<file path="src/rtl/seq_lock_pkg.sv">
// Shared types and helpers for the sequence lock detector.
// The state enum is 3 bits wide, so encodings 6 and 7 are unreachable.
package seq_lock_pkg;

    typedef enum logic [2:0] {
        ST_IDLE   = 3'd0,
        ST_CHECK  = 3'd1,
        ST_SETTLE = 3'd2,
        ST_MATCH  = 3'd3,
        ST_FAIL   = 3'd4,
        ST_LOCKED = 3'd5
    } state_t;

    // Width needed to hold a failure count from 0 to max_fail.
    function automatic int cnt_width(input int max_fail);
        return $clog2(max_fail + 1);
    endfunction

endpackage

</file>
<file path="src/rtl/seq_lock_fail_ctr.sv">
// Consecutive-failure counter. It saturates at MAX_FAIL and never wraps.
// Flops update on the falling clock edge, like the rest of the detector.
module seq_lock_fail_ctr
    import seq_lock_pkg::*;
#(
    parameter int MAX_FAIL = 3,
    parameter int CW       = cnt_width(MAX_FAIL)
) (
    input  logic          clk,
    input  logic          rst_n,
    input  logic          inc,
    input  logic          clr,
    output logic [CW-1:0] count,
    output logic          at_max
);

    assign at_max = (count == CW'(MAX_FAIL));

    always_ff @(negedge clk or negedge rst_n) begin
        if (!rst_n) begin
            count <= '0;
        end else if (clr) begin
            count <= '0;
        end else if (inc && !at_max) begin
            count <= count + CW'(1);
        end
    end

endmodule

</file>
<file path="src/rtl/seq_lock_detector.sv">
// Programmable-pattern sequence detector with lockout after repeated failures.
// Checks one bit MSB first, with a settle cycle between bits. Outputs decode from the registered state only.
module seq_lock_detector
    import seq_lock_pkg::*;
#(
    parameter int W        = 12,
    parameter int MAX_FAIL = 3,
    parameter int CW       = cnt_width(MAX_FAIL)
) (
    input  logic          clk,
    input  logic          rst_n,
    input  logic          start,
    input  logic [W-1:0]  data,
    input  logic [W-1:0]  pattern,
    input  logic          unlock,
    output logic          detected,
    output logic          fail,
    output logic          locked,
    output logic          busy,
    output logic [CW-1:0] fail_cnt
);

    localparam int IW = $clog2(W);

    state_t         state;
    state_t         state_next;
    logic [W-1:0]   snap;
    logic [W-1:0]   pat;
    logic [IW-1:0]  idx;
    logic           load;
    logic           dec;
    logic           cnt_inc;
    logic           cnt_clr;
    logic           cnt_at_max;

    always_ff @(negedge clk or negedge rst_n) begin
        if (!rst_n) begin
            state <= ST_IDLE;
        end else begin
            state <= state_next;
        end
    end

    // The counter is bumped or cleared on entry to FAIL/MATCH, so fail_cnt
    // already shows the new value while the fail or detected pulse is high.
    always_comb begin
        state_next = state;
        load       = 1'b0;
        dec        = 1'b0;
        cnt_inc    = 1'b0;
        cnt_clr    = 1'b0;
        case (state)
            ST_IDLE: begin
                if (start) begin
                    load       = 1'b1;
                    state_next = ST_CHECK;
                end
            end
            ST_CHECK: begin
                if (snap[idx] != pat[idx]) begin
                    cnt_inc    = 1'b1;
                    state_next = ST_FAIL;
                end else if (idx != '0) begin
                    state_next = ST_SETTLE;
                end else begin
                    cnt_clr    = 1'b1;
                    state_next = ST_MATCH;
                end
            end
            ST_SETTLE: begin
                dec        = 1'b1;
                state_next = ST_CHECK;
            end
            ST_MATCH: state_next = ST_IDLE;
            ST_FAIL:  state_next = cnt_at_max ? ST_LOCKED : ST_IDLE;
            ST_LOCKED: begin
                if (unlock) begin
                    cnt_clr    = 1'b1;
                    state_next = ST_IDLE;
                end
            end
            default: state_next = ST_IDLE;
        endcase
    end

    always_ff @(negedge clk or negedge rst_n) begin
        if (!rst_n) begin
            snap <= '0;
            pat  <= '0;
            idx  <= IW'(W - 1);
        end else if (load) begin
            snap <= data;
            pat  <= pattern;
            idx  <= IW'(W - 1);
        end else if (dec) begin
            idx <= idx - IW'(1);
        end
    end

    seq_lock_fail_ctr #(
        .MAX_FAIL (MAX_FAIL),
        .CW       (CW)
    ) u_fail_ctr (
        .clk    (clk),
        .rst_n  (rst_n),
        .inc    (cnt_inc),
        .clr    (cnt_clr),
        .count  (fail_cnt),
        .at_max (cnt_at_max)
    );

    assign detected = (state == ST_MATCH);
    assign fail     = (state == ST_FAIL);
    assign locked   = (state == ST_LOCKED);
    assign busy     = (state == ST_CHECK) || (state == ST_SETTLE);

endmodule
</file>
<file path="config.mk">
export PLATFORM = sky130hd
export DESIGN_NAME = seq_lock_detector
export DESIGN_NICKNAME = d
export VERILOG_FILES = /design/src/rtl/seq_lock_pkg.sv /design/src/rtl/seq_lock_fail_ctr.sv /design/src/rtl/seq_lock_detector.sv
export SDC_FILE = /design/constraint.sdc
export NUM_CORES = 1
export LEC_CHECK = 0
export ABC_AREA = 1
export CAP_MARGIN = 25
export CORE_UTILIZATION = 30
export CTS_CLUSTER_DIAMETER = 120
export DETAILED_ROUTE_END_ITERATION = 10
export SLEW_MARGIN = 30
export SYNTH_ARGS = -nofsm -noshare
export SYNTH_HDL_FRONTEND = slang
export SYNTH_HIERARCHICAL = 1
export SYNTH_SLANG_ARGS = --single-unit
</file>
<file path="constraint.sdc">
create_clock -name clk -period 1.6 [get_ports clk]
set_input_delay 0.16 -clock clk [delete_from_list [all_inputs] [get_ports clk]]
set_output_delay 0.16 -clock clk [all_outputs]
set_load 0.05 [all_outputs]
</file>
==> results.txt, run 1 <==
----------------------------------------------------
[Clocking]
  Clock transition at the registers of the reported paths ... 0.05 ns
  TritonCTS buffer count ... 5
  H-tree levels ... 2
  Number of hold buffers added after CTS ... 0
  Maximum count of clock buffers along a single path ... 2
  CTS Sinks ... 33
  Clock Root Buffer ... sky130_fd_sc_hd__clkbuf_8
  Clock latency of the later-clocked register in the worst-skew pair ... 0.34 ns
  Clock tree from TritonCTS ... built

[Power]
  Total Power ... 5.44 mW
  Maximum vdd ir drop ... 1.17 mV
  Pleak ... 1.51 nW
  Pwr/cell area ... 1790 nW/um^2

[Setup path]
  Buffers & Inverters on Critical Path ... 3
  Crit start category ... flop
  Critical path start-end classification ... reg2out
  Endpoint type of the worst setup path ... output port
  Number of cells traversed by the worst register-to-register path ... 14
  Top fanout value on the critical path ... 4
  Minimum setup slack among reg-to-reg paths ... -0.25 ns
  Reg-to-reg critical path endpoint ... u_fail_ctr/count[1]
  Family with the most delay on the worst path ... flip-flops
  Data arrival time at the worst-slack endpoint ... 2.08 ns
  Cell with the largest stage delay on the worst path ... sky130_fd_sc_hd__dfrtn_1
  Req. time, crit path ... 1.44 ns
  Cell seen most often among critical-path stages ... sky130_fd_sc_hd__inv_2
  Reg2Reg Launch Point ... idx[0]
  Cells along the critical path ... nor2_2 > inv_2 > nor2_4 > inv_2 > nand2_4 > buf_12
  Max incr delay on CP ... 0.40 ns

[Status]
  Violated checks ... setup timing
  Run status ... finished, violations left

[Routing]
  Routed wire length per instance ... 12.3 um
  Number of DRC markers in iteration 0 ... 64
  ANT nets after route ... 0
  Total length of routed wires ... 4850 um
  Pre-antenna DRT Iters ... 4
  Detail-routed via count per cell ... 4.54
  Via Count ... 1799
  DRC viols ... 0

[Worst hold path]
  Worst hold path endpoint ... pat[2]
  Start point of the worst hold path ... pat[2]
  Tightest Hold Check Type ... reg2reg
  Cell depth of the worst hold path ... 2

[Die]
  Core Footprint ... 5540 um^2
  Floorplan die area ... 6120 um^2
  Die X ... 78.3 um
  Initial standard-cell utilization of the core ... 31.5%
  Placement row count ... 27
  Boundary Pins ... 34
  Die Y ... 78.3 um

[Placement]
  Detailed-placement wirelength estimate ... 3010 um
  RePlAce Congestion ... 0.839
  Buffers on Ports ... 33
  Total cell area at the placement stage ... 2490 um^2
  Post-placement worst setup slack ... -0.599 ns

[Global route]
  Antenna violations before repair ... 0
  Via count of the first global-routing pass ... 1814
  Congestion Overflow GR ... 0
  Maximum number of pins on one net before global-route repair ... 17
  Global routing usage summed across all routing layers ... 16.8%
  Global-route wire length before repair ... 8010 um

[Synthesis]
  Post-synth net total ... 271
  Synth top area share ... 43.0%
  Largest cells by area after synthesis ... sky130_fd_sc_hd__dfrtn_1 43%, sky130_fd_sc_hd__nand2_1 17%, sky130_fd_sc_hd__inv_1 9.0%
  Synthesized area ... 1740 um^2
  Total number of yosys warnings ... 6
  Synthesized area divided by synthesized cell count ... 7.27 um^2
  Cell count after synthesis ... 240
  Synth area leader ... sky130_fd_sc_hd__dfrtn_1
  Total of flip-flops plus latches after synthesis ... 33
  Number of different library cells in the post-synthesis netlist ... 22
  Sequential fraction of the synthesis area ... 47.6%

[Layout]
  Nets ... 354
  Area added between synthesis and finish ... 74.5%
  Commonest non-fill, non-tap cell in the layout ... sky130_fd_sc_hd__nand2_1
  Share of layout cells above drive strength 1 ... 40.1%
  Post-layout util ... 54.9%
  Commonest cells after routing, fill and taps aside ... 56 x sky130_fd_sc_hd__nand2_1, 34 x sky130_fd_sc_hd__inv_1, 32 x sky130_fd_sc_hd__buf_4
  Count of fill cells added during filler insertion ... 507
  Post-route design area ... 3040 um^2
  Inserted Diodes ... 0

[STA]
  Slew headroom ... 82.0%
  Clock tree skew after final layout ... 0.0497 ns
  Final Hold Vio Count ... 0
  Setup violators final ... 11
  Number of pins with negative max-slew slack in the final report ... 0
  Tightest Pin Transition ... 0.269 ns
  Unrepaired setup endpoints after global routing ... true
  Post-layout worst setup margin ... -0.638 ns

[Job]
  Max-cap violations ... 0

----------------------------------------------------
power by group:
| part | switching, mW | internal, mW | total, mW |
|---|---|---|---|
| clock | 0.327 | 0.309 | 0.636 |
| sequential | 0.177 | 1.24 | 1.42 |
| combinational | 1.72 | 1.66 | 3.38 |
worst max-delay path by stage:
stage | endpoint | start | cells past startpoint
after CTS | busy | state[0] | 5
after floorplan | fail | state[2] | 2
after detailed placement | snap[9] | start | 5
after global placement | pat[2] | start | 5
final | busy | state[0] | 6
after global routing | busy | state[0] | 5
metrics by stage:
step	TNS, ns	hold WS [ns]	cells
after floorplan	-2.37	0.466	240
after global placement	-17.13	0.480	366
after detailed placement	-17.64	0.493	366
after CTS	-3.36	0.489	392
after global routing	-5.01	0.510	396
final	-3.69	0.468	396
timing repair:
| action | CTS | global route |
|---|---|---|
| buffers inserted | 11 | 5 |
| pin swaps | 11 | 13 |
| setup endpoints to repair | 38 | 28 |
| gates cloned | 5 | 1 |
| resized for setup | 27 | 64 |
worst reg2reg max path: stages (launching register included):
cell and delay (ns):
sky130_fd_sc_hd__dfstp_2 0.61, sky130_fd_sc_hd__buf_6 0.16, sky130_fd_sc_hd__nand2_2 0.05, sky130_fd_sc_hd__nand3_1 0.08, sky130_fd_sc_hd__nand2_2 0.06, sky130_fd_sc_hd__nand2_2 0.07, sky130_fd_sc_hd__nand2_2 0.05, sky130_fd_sc_hd__nor2_2 0.08
sky130_fd_sc_hd__nand2_1 0.07, sky130_fd_sc_hd__nand2_2 0.09, sky130_fd_sc_hd__nand3_2 0.09, sky130_fd_sc_hd__nand2_2 0.07, sky130_fd_sc_hd__inv_2 0.04, sky130_fd_sc_hd__nand4_1 0.08, sky130_fd_sc_hd__nand2_1 0.05
state kept, by name, summed over array words and instances, names as in the netlist:
| register | count |
|---|---|
| idx | 4 |
| pat | 12 |
| snap | 12 |
| state | 3 |
| u_fail_ctr/count | 2 |
synthesized netlist by cell type, drive strengths merged:
master  number
a21oi        3
a31oi        1
buf          4
clkbuf       4
dfrtn       30
dfstp        3
ha           3
inv         45
nand2       82
nand3       19
nand3b       1
nand4        1
nor2        14
nor3         2
nor3b        1
o211ai       1
o21ai       26
layout make-up:
cell class              count  area (um^2)  area share, %
well taps                  72         90.1           2.96
clock inverters             5         20.0          0.658
clock buffers               6         72.6           2.38
flip-flops and latches     33          830           27.3
repair buffers             82          960           31.5
multi-input cells         154          900           29.6
inverters                  44          173           5.67
kinds of logic (layout without fill, tap and decap cells):
kind of cell	Yosys count	after routing	synth area share, %
AO/OA/AOI/OAI	31	31	9.11
adder cells (fa/ha/maj)	3	3	2.15
buffers and inverters	53	137	12.4
flip-flops	33	33	47.6
AND/OR/NAND/NOR	120	120	28.8
layer usage:
layer	wire (um)	global-route usage, %	share of wire [%]	vias up
met5	0	0	0	-
met3	195	3.26	4.0	4
met4	51	5.00	1.1	0
met1	2090	20.5	43	853
met2	2520	29.7	52	34
li1	-	-	-	908
Note: power is estimated with default switching activity, not from simulation.
==> run 2, diff against run 1 <==
- CORE_UTILIZATION: 30 -> 40
- PLACE_DENSITY: not set -> 0.67
==> run 2 against run 1 <==
  * The run still ends with setup timing left
  * Clock skew rose by 0.0031 ns
  * Setup slack worse by 0.020 ns
  * Global-route usage rose by 7.0 points
  * Critical path type unchanged
  * Critical endpoint unchanged
  * Largest power group unchanged
  * Highest routed layer unchanged
==> results.txt, run 2 (synthesis results as in run 1) <==
----------------------------------------------------
[Layout]
  Area added between synthesis and finish ... 74.5%
  Commonest cells after routing, fill and taps aside ... 55 x sky130_fd_sc_hd__nand2_1, 35 x sky130_fd_sc_hd__inv_1, 32 x sky130_fd_sc_hd__buf_4
  Nets ... 356
  Post-route design area ... 3040 um^2
  Post-layout util ... 74.5%
  Share of layout cells above drive strength 1 ... 41.1%
  Biggest regs ... pat x12, snap x12, idx x4
  Commonest non-fill, non-tap cell in the layout ... sky130_fd_sc_hd__nand2_1
  Inserted Diodes ... 0
  Count of fill cells added during filler insertion ... 288
  Register cell area after layout ... 830 um^2
  Post-route non-filler standard cell count ... 376
  Total area of multi-input combinational cells ... 933 um^2

[Setup path]
  Cell seen most often among critical-path stages ... sky130_fd_sc_hd__inv_2
  Reg2Reg Launch Point ... idx[0]
  Cell with the largest stage delay on the worst path ... sky130_fd_sc_hd__dfrtn_1
  Critical path start-end classification ... reg2out
  Top fanout value on the critical path ... 3
  Crit start category ... flop
  Worst setup path startpoint ... state[0]
  Family with the most delay on the worst path ... flip-flops
  Cells along the critical path ... nor2_2 > inv_2 > nor2_4 > inv_2 > nand2_4 > buf_12
  Max incr delay on CP ... 0.41 ns
  Req. time, crit path ... 1.44 ns
  Endpoint type of the worst setup path ... output port
  Data arrival time at the worst-slack endpoint ... 2.10 ns
  Buffers & Inverters on Critical Path ... 3

[Global route]
  Global-route wire length before repair ... 7960 um
  Global routing usage summed across all routing layers ... 23.8%
  Via count of the first global-routing pass ... 1743
  Antenna violations before repair ... 0
  Congestion Overflow GR ... 0
  Maximum number of pins on one net before global-route repair ... 22

[Routing]
  Detail-routed via count per cell ... 4.82
  Routed wire length per instance ... 13.7 um
  Pre-antenna DRT Iters ... 4
  DRC viols ... 0
  Total length of routed wires ... 5150 um
  Via Count ... 1811
  ANT nets after route ... 0
  Number of DRC markers in iteration 0 ... 158

[Worst hold path]
  Start point of the worst hold path ... pat[5]
  Tightest Hold Check Type ... reg2reg

[Clocking]
  Maximum count of clock buffers along a single path ... 2
  Clock transition at the registers of the reported paths ... 0.05 ns
  Clock Root Buffer ... sky130_fd_sc_hd__clkbuf_8
  Number of hold buffers added after CTS ... 0
  TritonCTS buffer count ... 5
  H-tree levels ... 2
  Clock latency of the later-clocked register in the worst-skew pair ... 0.34 ns
  Clock tree from TritonCTS ... built
  CTS Sinks ... 33

[STA]
  Worst hold margin ... 0.468 ns
  Slew headroom ... 80.4%
  Unrepaired setup endpoints after global routing ... true
  Final Hold Vio Count ... 0
  Fin Setup TNS ... -4.76 ns
  Number of pins with negative max-slew slack in the final report ... 0
  Post-layout worst setup margin ... -0.657 ns
  Tightest Pin Transition ... 0.294 ns
  Clock tree skew after final layout ... 0.0529 ns
  Setup violators final ... 11

[Placement]
  Buffers on Ports ... 33
  Total cell area at the placement stage ... 2490 um^2
  Placed instance count ... 348
  RePlAce Congestion ... 0.807
  Detailed-placement wirelength estimate ... 2970 um
  Post-placement worst setup slack ... -0.598 ns

[Power]
  Maximum vdd ir drop ... 1.59 mV
  Net load switching power ... 2.38 mW
  Total internal power ... 3.45 mW
  Total Power ... 5.83 mW
  Sw frac ... 40.8%
  Part of the power in the clock network ... 14.6%
  Share of total power in combinational logic ... 60.9%
  Reg power frac ... 24.5%
  Pleak ... 1.54 nW
  Pwr/cell area ... 1920 nW/um^2

[Die]
  Initial standard-cell utilization of the core ... 42.7%
  Die X ... 68.0 um
  Floorplan die area ... 4630 um^2
  Die Y ... 68.0 um
  Placement row count ... 23
  Core Footprint ... 4090 um^2
  Boundary Pins ... 34

[Job]
  Max-cap violations ... 0

[Status]
  Violated checks ... setup timing
  Run status ... finished, violations left

----------------------------------------------------
-- run 2: metal layers --
metal | vias to the layer above | track usage [%] | share of wire (%)
li1 | 907 | - | -
met1 | 839 | 28.8 | 41
met2 | 48 | 41.3 | 52
met3 | 17 | 4.17 | 4.3
met4 | 0 | 9.38 | 2.5
met5 | - | 0 | 0
-- run 2: path summary, 6_finish.rpt --
path,to,slack [ns],depth (start not counted)
max,busy,-0.66,6
min,pat[5],0.47,2
max reg2reg,u_fail_ctr/count[1],-0.40,14
min reg2reg,pat[5],0.47,2
max in group asynchronous,snap[8],0.41,3
min in group asynchronous,pat[0],0.89,2
-- run 2: final cells by class --
| cell class | instances | share of cell area (%) |
|---|---|---|
| Clock buffer | 7 | 2.84 |
| Clock inverter | 4 | 1.36 |
| Inverter | 44 | 5.84 |
| Multi-Input combinational cell | 154 | 30.7 |
| Sequential cell | 33 | 27.3 |
| Tap cell | 50 | 2.06 |
| Timing Repair Buffer | 83 | 29.8 |
| Timing Repair inverter | 1 | 0.206 |
-- run 2: worst register-to-register path: cells and delay by family, from the launching register on --
kind | cells | cell delay [ns]
buffers and inverters | 2 | 0.23
DFF | 1 | 0.65
and+or+nand+nor | 12 | 0.93
-- run 2: power groups by stage --
| stage | Clock (mW) | Sequential [mW] | Combinational (mW) |
|---|---|---|---|
| after floorplan | 0.0156 | 1.46 | 1.36 |
| after global placement | 0.0156 | 1.40 | 2.39 |
| after detailed placement | 0.0156 | 1.42 | 2.42 |
| after CTS | 0.855 | 1.41 | 3.23 |
| after global routing | 0.924 | 1.46 | 3.84 |
| final | 0.854 | 1.43 | 3.55 |
-- run 2: repair_timing --
item                       4_1_cts  5_1_grt
setup endpoints to repair       39       33
cloned                           3        1
pin swaps                       15       28
buffers inserted                14        6
resized for setup               61       39
hold endpoints to repair         0        0
==> run 3, diff against run 2 <==
- GPL_ROUTABILITY_DRIVEN: not set -> 0
==> results of run 3 <==
The final DEF is identical to that of run 2; final timing and power are the same.
